<file path="src/rtl/fp8_mac_pkg.sv">
// fp8_mac_pkg: shared FP8/FP12 formats, operand classes and pipeline payloads
package fp8_mac_pkg;
  localparam int EXP_BIAS = 7;
  localparam int EXP_W = 4;
  localparam int IN_MAN_W = 3;
  localparam int OUT_MAN_W = 2 * IN_MAN_W + 1;
  localparam int FP8_W = 1 + EXP_W + IN_MAN_W;
  localparam int FP12_W = 1 + EXP_W + OUT_MAN_W;
  localparam logic [FP12_W-1:0] FP12_NAN = 12'h7C0;
  typedef enum logic [1:0] {CLS_NORM, CLS_ZERO, CLS_INF, CLS_NAN} cls_e;
  typedef struct packed {
    logic s;
    logic [EXP_W-1:0] ea;
    logic [EXP_W-1:0] eb;
    logic [IN_MAN_W:0] ma;
    logic [IN_MAN_W:0] mb;
    cls_e ca;
    cls_e cb;
    logic sub;
  } dec_t;
  typedef struct packed {
    logic s;
    logic [2*IN_MAN_W+1:0] p;
    logic signed [5:0] esum;
    cls_e cls;
    logic sub;
  } mul_t;
  typedef struct packed {
    logic [2:0] flags;
    logic [FP12_W-1:0] fp12;
  } out_t;
  // Subnormals are classed as zero; the caller flags them separately
  function automatic cls_e classify(input logic [FP8_W-2:0] x);
    return x[6:3] == 4'h0 ? CLS_ZERO : x[6:3] == 4'hF ? (x[2:0] == 3'h0 ? CLS_INF : CLS_NAN) : CLS_NORM;
  endfunction
endpackage

</file>
<file path="src/rtl/fp_pipe_reg.sv">
// fp_pipe_reg: elastic valid/ready register slice holding one data word
module fp_pipe_reg #(
  parameter int W = 8
) (
  input  logic         clk,
  input  logic         rst_n,
  input  logic         valid_i,
  output logic         ready_o,
  input  logic [W-1:0] data_i,
  output logic         valid_o,
  input  logic         ready_i,
  output logic [W-1:0] data_o
);
  logic valid_q, valid_d;
  logic [W-1:0] data_q, data_d;
  assign ready_o = !valid_q || ready_i;
  assign valid_o = valid_q;
  assign data_o = data_q;
  always_comb begin
    valid_d = ready_o ? valid_i : valid_q;
    data_d = ready_o && valid_i ? data_i : data_q;
  end
  always_ff @(posedge clk) begin
    if (!rst_n) begin
      valid_q <= 1'b0;
      data_q <= '0;
    end else begin
      valid_q <= valid_d;
      data_q <= data_d;
    end
  end
endmodule

</file>
<file path="src/rtl/fp8_e4m3_mul_pipe.sv">
// fp8_e4m3_mul_pipe: 3-stage elastic E4M3 x E4M3 -> FP12 multiplier (exact, no rounding)
// Decode, multiply and normalise/pack sit combinationally in front of each register slice.
module fp8_e4m3_mul_pipe
  import fp8_mac_pkg::*;
(
  input  logic        clk,
  input  logic        rst_n,
  input  logic        in_valid,
  output logic        in_ready,
  input  logic [7:0]  a_fp8,
  input  logic [7:0]  b_fp8,
  output logic        out_valid,
  input  logic        out_ready,
  output logic [11:0] fp12_out,
  output logic [2:0]  out_flags
);
  dec_t dec, d1;
  mul_t mul, d2;
  out_t pk, d3;
  logic v1, v2, r1, r2, r3;
  logic [6:0] man;
  logic signed [5:0] e;
  logic nan_r, inf_r, zero_r;
  always_comb begin
    dec.s = a_fp8[7] ^ b_fp8[7];
    dec.ea = a_fp8[6:3];
    dec.eb = b_fp8[6:3];
    dec.ma = {1'b1, a_fp8[2:0]};
    dec.mb = {1'b1, b_fp8[2:0]};
    dec.ca = classify(a_fp8[6:0]);
    dec.cb = classify(b_fp8[6:0]);
    dec.sub = (a_fp8[6:3] == 4'h0 && a_fp8[2:0] != 3'h0) || (b_fp8[6:3] == 4'h0 && b_fp8[2:0] != 3'h0);
  end
  assign nan_r = d1.ca == CLS_NAN || d1.cb == CLS_NAN || (d1.ca == CLS_INF && d1.cb == CLS_ZERO) || (d1.ca == CLS_ZERO && d1.cb == CLS_INF);
  assign inf_r = d1.ca == CLS_INF || d1.cb == CLS_INF;
  assign zero_r = d1.ca == CLS_ZERO || d1.cb == CLS_ZERO;
  always_comb begin
    mul.s = d1.s;
    mul.p = {4'h0, d1.ma} * {4'h0, d1.mb};
    mul.esum = 6'(d1.ea) + 6'(d1.eb) - 6'(EXP_BIAS);
    mul.cls = nan_r ? CLS_NAN : inf_r ? CLS_INF : zero_r ? CLS_ZERO : CLS_NORM;
    mul.sub = d1.sub;
  end
  // Product of two [1,2) significands lies in [1,4): at most one right shift
  always_comb begin
    man = d2.p[7] ? d2.p[6:0] : {d2.p[5:0], 1'b0};
    e = d2.p[7] ? d2.esum + 6'sd1 : d2.esum;
    pk.fp12 = d2.cls == CLS_NAN ? FP12_NAN :
              d2.cls == CLS_INF ? {d2.s, 4'hF, 7'h0} :
              d2.cls == CLS_ZERO ? {d2.s, 11'h0} :
              e >= 6'sd15 ? {d2.s, 4'hF, 7'h0} :
              e <= 6'sd0 ? {d2.s, 11'h0} : {d2.s, e[3:0], man};
    pk.flags = d2.cls == CLS_NAN ? 3'b100 :
               d2.cls == CLS_INF ? 3'b000 :
               d2.cls == CLS_ZERO ? {2'b00, d2.sub} :
               e >= 6'sd15 ? 3'b010 :
               e <= 6'sd0 ? 3'b001 : 3'b000;
  end
  assign in_ready = rst_n && r1;
  fp_pipe_reg #(.W($bits(dec_t))) u_s1 (
    .clk(clk), .rst_n(rst_n), .valid_i(in_valid), .ready_o(r1), .data_i(dec),
    .valid_o(v1), .ready_i(r2), .data_o(d1)
  );
  fp_pipe_reg #(.W($bits(mul_t))) u_s2 (
    .clk(clk), .rst_n(rst_n), .valid_i(v1), .ready_o(r2), .data_i(mul),
    .valid_o(v2), .ready_i(r3), .data_o(d2)
  );
  fp_pipe_reg #(.W($bits(out_t))) u_s3 (
    .clk(clk), .rst_n(rst_n), .valid_i(v2), .ready_o(r3), .data_i(pk),
    .valid_o(out_valid), .ready_i(out_ready), .data_o(d3)
  );
  assign fp12_out = d3.fp12;
  assign out_flags = d3.flags;
endmodule

</file>
<file path="config.mk">
export PLATFORM = sky130hd
export DESIGN_NAME = fp8_e4m3_mul_pipe
export DESIGN_NICKNAME = d
export VERILOG_FILES = /design/src/rtl/fp8_mac_pkg.sv /design/src/rtl/fp_pipe_reg.sv /design/src/rtl/fp8_e4m3_mul_pipe.sv
export SDC_FILE = /design/constraint.sdc
export NUM_CORES = 1
export LEC_CHECK = 0
export BUFFER_PORTS_ARGS = -buffer_cell sky130_fd_sc_hd__buf_2
export CORE_MARGIN = 5
export CORE_UTILIZATION = 55
export CTS_BUF_LIST = sky130_fd_sc_hd__clkbuf_4 sky130_fd_sc_hd__clkbuf_8 sky130_fd_sc_hd__clkbuf_16
export DETAILED_ROUTE_END_ITERATION = 12
export PLACE_DENSITY_LB_ADDON = 0.05
export SYNTH_ARGS = -nofsm -noshare
export SYNTH_HDL_FRONTEND = slang
export SYNTH_HIERARCHICAL = 1
export SYNTH_SLANG_ARGS = --single-unit
</file>
<file path="constraint.sdc">
create_clock -name clk -period 3.8 [get_ports clk]
set_clock_uncertainty 0.15 [all_clocks]
set_input_delay 0.57 -clock clk [delete_from_list [all_inputs] [get_ports clk]]
set_output_delay 0.57 -clock clk [all_outputs]
set_load 0.02 [all_outputs]
</file>
==> flow_summary.toml <==
[cells_and_area]
antenna_cells_inserted = 0
multiInputGateArea_um2 = 2140
drive_gt1_frac = 0.153
layout_commonest_cell = "nand2_1"
syn_to_final_growth_pct = 9.13
nFillCells = 571
finish.utilization = 0.615
final_cells = 514
nets = 477
mostFrequentLayoutCells = "nand2_1 (117), mux2i_1 (63), dfxtp_1 (58), buf_2 (35), inv_1 (22)"
area.sequential_um2 = 1160

[cts]
cts-htree-levels = 3
cts_sinks = 58
cts_buffer_depth = 2
cts_resized = 0
postCtsHoldBufs = 0
clkTransAtPathRegs_ns = 0.07
clock-root-buffer = "clkbuf_8"
cts_tree = "built"
cts_setup_buffers = 0
worstSkewPairLatency_ns = 0.33
numCtsBuffers = 9

[min_path]
hold_path.class = "reg2reg"
whs_path_depth = 2
worstHoldEndpoint = "u_s2/data_o[17]"
min_from = "u_s1/data_o[21]"

[drt]
wirelength_um = 6460
wl_per_cell_um = 12.6
top_layer = "met4"
vias = 2642
dr_wl_met3_um = 210
wl_met1_um = 3180
vias_per_cell = 5.14
first_iter_violations = 94
drt.antenna.violating_nets = 0
first_pass_iters = 4
wl_met2_um = 2980
remaining_drc_errors = 0

[logic_synthesis]
synthArstFlopShare = 0
synth_edf_count = 0
ys.flop_type = "dfxtp_1"
synth-seq-area-share = 0.325
syn-instance-count = 404
netlist_area_um2 = 3580
avgSynthCellArea_um2 = 8.85
yosys_warnings = 6
ys_ff_latch = 58
synth.distinct_cells = 45

[timing]
fin_ws_ns = 0.558
slew_headroom = 0.549
period_minus_slack_ns = 3.24
grt_setup_unrepaired = "no"
fmax_mhz = 308
finalMaxSlewViolations = 0
setup_viol_count_final = 0
tns_ns = 0
period_share = 0.853
tightest_slew_ns = 0.676
hold_violations = 0

[power]
peakVddDrop_v = 0.000258
power_density_nw_per_um2 = 379
p_leak_nw = 1.82

[die]
row_count = 29
pin_count = 37
fp.dieW_um = 90.6
initial_core_util = 0.563
core_um2 = 6350
dieArea_um2 = 8210
die_h_um = 90.6

[critical_path]
worstPathRequired_ns = 3.92
critPathKind = "reg2reg"
worst_setup_path_start_kind = "flop"
cp.buffers_inverters = 1
crit_fanout = 5
crit_slowest_cell = "fa_1"
r2r_slack_ns = 0.56
rr_startpoint = "u_s1/data_o[8]"
r2r-end = "u_s2/data_o[16]"
cp-end-kind = "flop"
critPathArrivalTime_ns = 3.36
crit_chain = "nand2_1 -> fa_1 -> inv_1 -> fa_1 -> ha_1 -> a21o_1 -> a21o_1 -> a2111o_1 -> o311ai_0 -> nand2_1 -> mux2i_1"
crit_family = "adder cells"
r2r.worst_path.cells = 11
slowest_delay_ns = 0.55

[place]
hpwl_um = 4790
dp.cells = 498
gp_congestion = 0.831
portBuffers = 36
dp_slack_ns = 0.566

[global_route]
grt_usage = 0.166
grt_pass1_wl_um = 11400
grt_overflow = 0
grt_pass1_vias = 2552
antenna_found_initial = 0
grt_max_degree = 74

[job]
drv_cap = 0

[run_status]
status = "finished, final reports clean"
metrics by stage:
step | total power [mW] | hold WS [ns] | area (µm²)
global route | 1.55 | 0.325 | 3900
CTS | 1.49 | 0.305 | 3900
global placement | 0.848 | 0.288 | 3680
detailed placement | 0.852 | 0.296 | 3680
finish | 1.48 | 0.302 | 3900
floorplan | 0.822 | 0.279 | 3580
routing by layer:
layer	vias to the layer above	global-route usage
met4	0	0.0596
met1	1195	0.214
li1	1410	-
met5	-	0
met3	8	0.0400
met2	29	0.268
state kept, by name, summed over array words and instances (netlist names):
register and cells:
u_s1/data_o 22, u_s1/valid_o 1, u_s2/data_o 18, u_s2/valid_o 1
u_s3/data_o 15, u_s3/valid_o 1
cell families (layout without fill, tap and decap cells):
kind of cell,Yosys count,in the layout,share of synthesized area
simple gates,170,170,0.226
mux,63,63,0.176
flops,58,58,0.325
buf+inv,44,76,0.0773
compound gates,32,32,0.0696
fa+ha+maj,25,25,0.0980
xor+xnor,11,11,0.0269
other cells,1,2,0.00105
cell type report:
class / instances / area share
Sequential cell: 58 / 0.298
Timing Repair Buffer: 38 / 0.0507
Clock buffer: 11 / 0.0372
Tap cell: 77 / 0.0247
Inverter: 22 / 0.0212
Multi-Input combinational cell: 303 / 0.549
Clock inverter: 5 / 0.0199
cell usage after synthesis (2+ instances only):
library cell | count | area share
nor2_1 | 4 | 0.0042
nand2_1 | 117 | 0.12
a211oi_1 | 2 | 0.0042
a21oi_1 | 4 | 0.0056
inv_1 | 22 | 0.023
xnor2_1 | 5 | 0.012
and3b_1 | 2 | 0.0049
dfxtp_1 | 58 | 0.32
and2_1 | 16 | 0.028
a21boi_0 | 3 | 0.0063
clkbuf_1 | 8 | 0.0084
nand4_1 | 3 | 0.0052
or2_2 | 2 | 0.0035
fa_1 | 5 | 0.028
o22ai_1 | 2 | 0.0035
a21o_1 | 4 | 0.0084
nand2b_4 | 3 | 0.012
a211o_1 | 2 | 0.0049
ha_1 | 20 | 0.070
buf_12 | 5 | 0.028
or4_1 | 2 | 0.0042
nor4_1 | 8 | 0.014
buf_6 | 3 | 0.0094
buf_2 | 6 | 0.0084
xor2_1 | 6 | 0.015
nor3_1 | 6 | 0.0084
o21ai_0 | 4 | 0.0056
mux2i_1 | 63 | 0.18
and2_4 | 3 | 0.0073
tightest hold or removal path, delay by kind of cell (launching register included):
kind / cells / cell delay, ns
DFF: 1 / 0.31
muxes: 1 / 0.06
and+or+nand+nor: 1 / 0.05
worst max-delay path by stage:
| stage | cells after the start | endpoint | slack [ns] | startpoint |
|---|---|---|---|---|
| floorplan | 11 | u_s2/data_o[16] | 0.75 | u_s1/data_o[9] |
| global placement | 11 | u_s2/data_o[16] | 0.67 | u_s1/data_o[9] |
| detailed placement | 11 | u_s2/data_o[16] | 0.57 | u_s1/data_o[8] |
| CTS | 11 | u_s2/data_o[16] | 0.56 | u_s1/data_o[9] |
| global route | 11 | u_s2/data_o[16] | 0.44 | u_s1/data_o[9] |
| finish | 11 | u_s2/data_o[16] | 0.56 | u_s1/data_o[8] |
report_power, final:
part | leakage, nW | internal (mW) | total [mW] | switching (mW)
clock | 0.113 | 0.392 | 0.640 | 0.248
sequential | 0.473 | 0.631 | 0.655 | 0.0240
combinational | 1.23 | 0.0788 | 0.182 | 0.104
total | 1.82 | 1.10 | 1.48 | 0.375
Note: power is estimated with default switching activity, not from simulation.
